[src/rtl/pkt_rr_allocator.sv]
// pkt_rr_allocator: wormhole output allocator with round-robin head arbitration and a lock watchdog
module pkt_rr_allocator #(
    parameter int CNT_W = 12
) (
    input  logic             clk,
    input  logic             rst,
    input  logic [4:0]       req,
    input  logic [14:0]      flit_id,
    input  logic             out_ready,
    input  logic [CNT_W-1:0] timeout_max,
    output logic [4:0]       grant,
    output logic [2:0]       sel,
    output logic             out_valid,
    output logic             timeout_err
);
    typedef enum logic {IDLE, LOCKED} state_t;
    state_t state, state_n;
    logic [4:0] grant_n, heads, tails, elig, cand;
    logic [2:0] sel_n, ptr, ptr_n, win;
    logic [CNT_W-1:0] cnt, cnt_n;
    logic locked, xfer, tail_xfer, abort, expire, release_now, found, timeout_err_n;

    function automatic logic [3:0] rr_pick(input logic [4:0] el, input logic [2:0] p);
        logic [2:0] i;
        rr_pick = 4'd0;
        // scan backwards so the port closest to p is written last and wins
        for (int k = 4; k >= 0; k--) begin
            i = 3'((int'(p) + k) % 5);
            if (el[i]) rr_pick = {1'b1, i};
        end
    endfunction

    for (genvar g = 0; g < 5; g++) begin : g_flit
        assign heads[g] = flit_id[3*g];
        assign tails[g] = flit_id[3*g+2];
    end

    assign out_valid = |(req & grant);

    always_comb begin
        locked        = state == LOCKED;
        xfer          = out_valid & out_ready;
        tail_xfer     = xfer & |(grant & tails);
        abort         = locked & ~out_valid;
        expire        = locked & ~xfer & (timeout_max != '0) & (cnt == timeout_max);
        release_now   = locked & (tail_xfer | abort | expire);
        elig          = req & heads;
        // the releasing owner sits out this arbitration round
        cand          = locked ? (release_now ? (elig & ~grant) : 5'd0) : elig;
        {found, win}  = rr_pick(cand, ptr);
        state_n       = (found | (locked & ~release_now)) ? LOCKED : IDLE;
        grant_n       = found ? (5'd1 << win) : (release_now ? 5'd0 : grant);
        sel_n         = found ? win : (release_now ? 3'd7 : sel);
        ptr_n         = found ? ((win == 3'd4) ? 3'd0 : win + 3'd1) : ptr;
        cnt_n         = (found | xfer) ? '0 : ((locked & ~&cnt) ? cnt + CNT_W'(1) : cnt);
        timeout_err_n = expire;
    end

    always_ff @(posedge clk) begin
        if (rst) begin
            state       <= IDLE;
            grant       <= 5'd0;
            sel         <= 3'd7;
            ptr         <= 3'd0;
            cnt         <= '0;
            timeout_err <= 1'b0;
        end else begin
            state       <= state_n;
            grant       <= grant_n;
            sel         <= sel_n;
            ptr         <= ptr_n;
            cnt         <= cnt_n;
            timeout_err <= timeout_err_n;
        end
    end
endmodule

[config.mk]
export PLATFORM = sky130hd
export DESIGN_NAME = pkt_rr_allocator
export DESIGN_NICKNAME = d
export VERILOG_FILES = /design/src/rtl/pkt_rr_allocator.sv
export SDC_FILE = /design/constraint.sdc
export NUM_CORES = 1
export LEC_CHECK = 0
export ABC_AREA = 1
export CAP_MARGIN = 20
export CORE_MARGIN = 1.5
export CORE_UTILIZATION = 54
export CTS_CLUSTER_DIAMETER = 150
export CTS_CLUSTER_SIZE = 14
export DETAILED_ROUTE_END_ITERATION = 8
export PLACE_DENSITY = 0.87
export SYNTH_ARGS = -nofsm -noshare
export SYNTH_HDL_FRONTEND = slang
export SYNTH_SLANG_ARGS = --single-unit
[constraint.sdc]
create_clock -name clk -period 12.1 [get_ports clk]
set_input_delay 1.815 -clock clk [delete_from_list [all_inputs] [get_ports clk]]
set_output_delay 1.815 -clock clk [all_outputs]
set_load 0.02 [all_outputs]
**After elaboration in Yosys (flattened, before gate mapping)**

Index checks and enable logic that the tools add are counted.

- Flip-flop bits (word level): 25
- Input bits: 35
- Output and inout bits: 10
- Logic and storage cells: 76

- Add/subtract/negate cells: 6
- Divide/modulo/power cells: 5
- Order comparisons: 5
- Eq/ne operators: 2
- Shift-type cells: 1
- Mux-type cells: 23
- Bitwise gates (word level): 21
- Reductions and logical operators: 7

Operators by type and width:

| kind | number |
|---|---|
| $mod 32x4->32 const B | 4 |
| $mod 4x4->32 const B | 1 |
| $and 5x5->5 | 4 |
| $lt 3x4->1 const B | 5 |
| $mux 4 | 5 |
| $mux 5 | 4 |
| $bmux 1 s3 | 5 |
| $add 12x1->12 const B | 1 |
| $eq 12x12->1 | 1 |
| $reduce_and 12->1 | 1 |
| $reduce_bool 12->1 | 1 |
| $reduce_or 5->1 | 2 |
| $and 1x1->1 | 9 |
| $mux 3 | 3 |
| $add 3x2->4 const B | 2 |
| $mux 1 | 6 |
| $not 5->5 | 1 |
| $shl 1x3->5 const A | 1 |
| $add 3x1->4 const B | 1 |
| $add 3x3->4 const B | 1 |
| $or 1x1->1 | 4 |
| $add 3x1->3 const B | 1 |
| $eq 3x3->1 const B | 1 |
| $not 1->1 | 3 |
| other kinds (3) | 3 |

**Depth between registers and ports, before layout**

Gate-level depths: netlist of run 1.

- Word-level depth: 20
- Mapped depth: 34
- Gate-level depth less buffers: 34

**Worst setup path before layout of run 1**

No wires, ideal clock.

- Path type: in2reg
- Start: input req[0]
- End: register ptr[1]
- Library setup time: 131 ps
- Data arrival time: 3963 ps
- Slack: 8005 ps
- Cell stages on the path: 22
- Buffers on the path: 1
- Cell sequence: nand2_1 -> nand3_1 -> o21ai_1 -> inv_1 -> nor2_1 -> nand2_1 -> nand3_1 -> buf_2 -> nand2_1 -> o21ai_0 -> nand2_1 -> nand2_1 -> nand2_2 -> nand2_2 -> a21oi_1 -> nand2_1 -> nand2_1 -> nand2_1 -> inv_1 -> ha_1 -> o21ai_0 -> a21oi_1

- Cells in the longest elaborated chain, start to end: 20
- Elaborated cells on any way between the ends: 35

RTL lines:

| item | RTL line | text |
|---|---|---|
| from (decl) | 7 | `input logic [4:0] req,` |
| $and 5x5->5 | 38 | `assign out_valid = \|(req & grant);` |
| $reduce_or 5->1 | 38 |  |
| $and 1x1->1 | 42 | `xfer = out_valid & out_ready;` |
| $not 1->1 | 45 | `expire = locked & ~xfer & (timeout_max != '0) & (cnt == timeout_max);` |
| $and 1x1->1 (3 in series) | 45 |  |
| $or 1x1->1 | 46 | `release_now = locked & (tail_xfer \| abort \| expire);` |
| $and 1x1->1 | 46 |  |
| $mux 5 | 49 | `cand = locked ? (release_now ? (elig & ~grant) : 5'd0) : elig;` |
| $mux 5 (*) | 49 |  |
| $bmux 1 s3 | 29 | `if (el[i]) rr_pick = {1'b1, i};` |
| $mux 1 (implied by the code) | 29 |  |
| $mux 4 (4 in series) | 29 |  |
| $mux 4 (*) | 29 |  |
| $add 3x1->3 / $eq 3x3->1 (equally long branches) | 54 | `ptr_n = found ? ((win == 3'd4) ? 3'd0 : win + 3'd1) : ptr;` |
| $mux 3 | 54 |  |
| to (signal assigned) | 71 | `ptr <= ptr_n;` |
| to (decl) | 19 | `logic [2:0] sel_n, ptr, ptr_n, win;` |

Every way passes the cells marked *; elsewhere a longest branch is shown, timed or not. The select of a mux whose other input is x is not followed.
A chain may end at the register's enable or synchronous reset.

**Final worst setup path of run 1**

- Start: input req[0]
- End: output out_valid

- Cells in the longest elaborated chain, start to end: 2

RTL lines:

| item | RTL line | text |
|---|---|---|
| $and 5x5->5 | 38 |  |
| $reduce_or 5->1 | 38 |  |
| to (decl) | 13 | `output logic out_valid,` |

No other way between the ends.

==> results.yml, run 1 <==
grt:
  grt_overflow: 0
  grt_usage_pct: 23.58
  grt_max_degree: 19
  grt_pass1_wl_um: 10560
  grt_pass1_vias: 2470
  grt_antenna_before_repair: 0
routing:
  routed_wl_um: 6737
  via_count: 3040
  drc: 0
  detail_route.iter0.violations: 192
  postRouteAntennaNets: 0
  avgRoutedWirePerCell_um: 11.32
  vias_per_cell: 5.109
  dr.pass1.iters: 5
synth:
  netlist_area_mm2: 0.002851
  synth_fa_ha_area_share_pct: 10.97
  synth_cell_types: 39
  synth_warnings: 0
  seq_area_frac_synth_pct: 17.55
  synth_top_family_by_area: "simple AND/OR/NAND/NOR gates"
  synthCells: 488
  synth_nets: 548
  synth_top_area_share_pct: 23.56
  synth.area.mux_share_pct: 0
  synth_area_per_cell_um2: 5.843
  synth-seq-cells: 25
  synth-compound-area-share_pct: 11.98
  synthSimpleGateAreaFrac_pct: 42.08
  synth_xor_area_share_pct: 6.757
  yosys.area.top_type: "nand2_1"
  synth_area_leaders: "nand2_1 24%, dfxtp_1 18%, ha_1 11%"
final_layout:
  final_common_cell: "nand2_1"
  mostFrequentLayoutCells: "179 x nand2_1, 63 x inv_1, 42 x nor2_1"
  multi_input_area_mm2: 0.002047
  layout.nets: 586
  final-seq-area_um2: 500.5
  instances_no_fill: 595
  layout-drive-gt1-share_pct: 6.286
  area_growth_pct: 17.16
  fin_util_pct: 65.41
  n_antenna_cell: 0
  fillerInstances: 485
run:
  drv_cap: 0
timing:
  max_slew_margin_pct: 62.26
  rsz0062_at_grt: "false"
  fin_skew_ns: 0.001770
  fmax_mhz: 199.2
  min_period_ns: 5.021
  hold_violations: 0
  worst_pin_slew_ns: 0.5653
  min_period_over_period_pct: 41.50
  fin_tns_setup_ns: 0
  drv_slew: 0
  setup_viol: 0
  hold_slack_ns: 0.4981
pwr:
  p_leak_uw: 0.001661
  ir_drop_mv: 0.1165
  power_density_mw_per_mm2: 256.3
setup_path:
  cpPeakStageDelay_ns: 0.60
  path_cells: "clkdlybuf4s50_1, nand2_1, nand3_1, nor2_1, inv_1, clkdlybuf4s50_1"
  path_class: "input pin to output port"
  worstPathArrival_ns: 3.21
  crit_top_cell: "clkdlybuf4s50_1"
  startpoint_type: "input pin"
  end_kind: "output port"
  required_ns: 10.28
  slowest_stage: "clkdlybuf4s50_1"
  ff2ff_setup_slack_ns: 7.35
  cp_max_fo: 2
clocking:
  clkLatencyLatePin_ns: 0.26
  cts_hold_buf: 0
  cts-root-buf: "clkbuf_8"
  path_clk_slew_ns: 0.08
  cts_made_buffers: 3
  cts_sinks: 25
  cts.path.max_buffers: 2
  cts_tree: "done"
  postCtsResizedCells: 0
  h-tree-depth: 1
  cts_setup_buffers: 0
die:
  ioPinCount: 45
  die-area_mm2: 0.005725
  start_util_pct: 55.83
  die_w_um: 75.67
  core_mm2: 0.005107
  num_rows: 26
  die_y_um: 75.67
min_path:
  hp-class: "flop to flop"
place:
  portBuffers: 39
  place.gp.congestion: 0.9116
  place_hpwl_um: 5493
  placed_cells: 591
status:
  status: "finished clean"
-- synthesized netlist by cell type, drive strengths merged --
cell and instances:
nand4 7, xor2 17, nor2 43, o22ai 3, clkbuf 1, nand2 189, ha 25, or2 3
o21a 2, buf 6, o211ai 4, a21oi 27, xnor2 2, nand3 31, dfxtp 25, o21ai 19
o31ai 1, nor3b 1, a31o 1, nand3b 2, nor4 4, a211oi 1, inv 70, nor3 4
-- final timing paths --
check | end | depth (start not counted) | start
setup / recovery | out_valid | 6 | req[0]
hold / removal | sel[0] | 2 | sel[0]
setup reg to reg | cnt[1] | 23 | ptr[1]
hold reg to reg | sel[0] | 2 | sel[0]
-- cells by family after synthesis --
family,after synthesis
AO/OA/AOI/OAI,58
buffers and inverters,77
AND/OR/NAND/NOR,284
XOR/XNOR,19
flip-flops,25
adder cells (fa/ha/maj),25
-- worst max-delay path: cells and delay by family --
kind / cells / cell delay, ns
AND/OR/NAND/NOR: 3 / 0.24
buffers and inverters: 3 / 1.15
-- where the power goes --
part	switching (uW)	internal, uW	total, uW
Combinational	455	233	688
Sequential	19.4	101	120
Clock	24.7	23.5	48.2
Total	499	357	856
-- layout make-up --
class                           count  share of cell area, %
Multi-Input combinational cell    386                  61.27
Clock buffer                        4                  1.348
Sequential cell                    25                  14.98
Tap cell                           70                  2.622
Timing Repair Buffer               40                  11.91
Inverter                           70                  7.865
-- per-layer routing --
layer / GRT usage, % / wire [um]
met1: 31.75 / 3232
met3: 3.439 / 371
met4: 2.778 / 20
met2: 41.23 / 3112
met5: 0 / 0
-- sequential cells by signal, indices dropped and copies added (netlist names) --
name         count
grant            5
locked           1
ptr              3
sel              3
cnt             12
timeout_err      1
-- stage by stage --
step / power [uW] / instance area [um^2] / setup WS [ns]
floorplan: 654.0 / 2851 / 8.005
global placement: 771.8 / 3296 / 6.980
detailed placement: 800.0 / 3296 / 6.885
CTS: 851.4 / 3341 / 7.046
global route: 966.6 / 3341 / 6.706
finish: 856.4 / 3341 / 7.079
Power figures use the tool's default switching activity.
==> run 2, diff against run 1 <==
CORE_UTILIZATION = 50   (was 54)
PLACE_DENSITY = 0.85   (was 0.87)
clock period = 4.3 ns   (was 12.1 ns; I/O delays follow)
==> results.yml, run 2 (same netlist as run 1, synthesis figures left out) <==
final_layout:
  layout.nets: 595
  postLayoutCellArea_mm2: 0.003458
  n_antenna_cell: 0
  top_register: "cnt"
  area_growth_pct: 21.28
  fin_util_pct: 62.80
  layout-drive-gt1-share_pct: 9.925
  mostFrequentLayoutCells: "176 x nand2_1, 62 x inv_1, 42 x nor2_1"
  largest_reg_flops: 12
  multi_input_area_mm2: 0.002093
  final-seq-area_um2: 501.7
  biggestRegsByFlops: "cnt x12, grant x5"
  final_common_cell: "nand2_1"
  fillerInstances: 490
die:
  die_y_um: 78.52
  die_w_um: 78.52
  core_mm2: 0.005507
  num_rows: 27
  start_util_pct: 51.78
  die-area_mm2: 0.006165
  ioPinCount: 45
routing:
  postRouteAntennaNets: 0
  drc: 0
  via_count: 3159
  dr.pass1.iters: 5
  avgRoutedWirePerCell_um: 11.71
  detail_route.iter0.violations: 265
  vias_per_cell: 5.213
  routed_wl_um: 7099
min_path:
  hold_start: "sel[0]"
  hp-class: "flop to flop"
  hold_path_depth: 2
clocking:
  cts_made_buffers: 3
  clkLatencyLatePin_ns: 0.26
  cts_tree: "done"
  cts.path.max_buffers: 2
  cts_hold_buf: 0
  cts_sinks: 25
  h-tree-depth: 1
  cts-root-buf: "clkbuf_8"
  path_clk_slew_ns: 0.07
setup_path:
  end_kind: "flop"
  worstPathArrival_ns: 3.91
  rr_startpoint: "ptr[0]"
  slowest_stage: "dfxtp_1"
  crit_top_cell: "nand2_1"
  startpoint_type: "flop"
  cpPeakStageDelay_ns: 0.34
  cp_max_fo: 4
  rr_worst_depth: 33
  required_ns: 4.43
  crit_start: "ptr[0]"
  path_class: "flop to flop"
grt:
  grt_pass1_vias: 2896
  grt_max_degree: 18
  grt_antenna_before_repair: 0
  grt_pass1_wl_um: 12060
  grt_usage_pct: 23.44
  grt_overflow: 0
timing:
  drv_slew: 0
  hold_violations: 0
  fmax_mhz: 264.3
  min_period_ns: 3.783
  rsz0062_at_grt: "false"
  min_period_over_period_pct: 87.99
  setup_viol: 0
  max_slew_margin_pct: 67.35
  fin_tns_setup_ns: 0
  worst_pin_slew_ns: 0.4884
  fin_skew_ns: 0.008536
place:
  place_hpwl_um: 5614
  portBuffers: 39
  place.gp.congestion: 0.9171
  dpl-instance-area_mm2: 0.003343
pwr:
  power_density_mw_per_mm2: 741.1
  ir_drop_mv: 0.3832
  p_leak_uw: 0.001707
status:
  status: "finished clean"
run:
  drv_cap: 0
==> run 2: cell count changes in the layout (fill, tap and decap cells not counted), sizes merged <==
cell	change
buf	+9
==> run 2: path summary, 6_finish.rpt <==
kind / to / slack (ns)
worst max register to register: ptr[2] / 0.52
worst min-delay path: sel[0] / 0.52
worst min register to register: sel[0] / 0.52
worst max-delay path: ptr[2] / 0.52
==> run 2: power by group <==
part           switching, uW  leakage, uW  internal [uW]
Sequential              48.4     0.000204            284
Clock                   67.1    0.0000228           66.1
Combinational           1350      0.00148            751
Total                   1460      0.00171           1100
==> run 2: final cells by class <==
| class | count | area share [%] |
|---|---|---|
| Tap cell | 72 | 2.605 |
| Multi-Input combinational cell | 386 | 60.53 |
| Timing Repair Buffer | 49 | 13.46 |
| Clock buffer | 4 | 1.302 |
| Inverter | 70 | 7.598 |
| Sequential cell | 25 | 14.51 |
==> run 2: critical path: cells and delay by family (launching register included) <==
family                     cells  cell delay (ns)
adders and majority gates      4             0.83
AOI/OAI and AO/OA              4             0.48
xor gates and xnor gates       1             0.21
DFF                            1             0.34
buffers and inverters          7             0.48
and+or+nand+nor               17             1.31
==> run 2: repair_timing <==
item                       4_1_cts  5_1_grt
setup endpoints to repair        0       10
resized for setup                0       12
setup buffers                    0        3
==> run 2: routing by layer <==
metal | global-route usage [%] | vias to the layer above | wire [um]
met5 | 0 | - | 0
met4 | 5.893 | 0 | 110
met3 | 4.419 | 12 | 503
met2 | 39.22 | 114 | 3230
met1 | 30.73 | 1401 | 3255
li1 | - | 1632 | -
==> run 2: per-stage QoR <==
step                std cells  total power, uW  worst slack, ns  hold WS (ns)
global route              606             2885          0.03063        0.5482
detailed placement        599             2308           0.2327        0.5005
global placement          599             2240           0.3626        0.4926
CTS                       603             2448           0.2051        0.5169
finish                    606             2563           0.5165        0.5158
floorplan                 488             1840           0.4907        0.4854
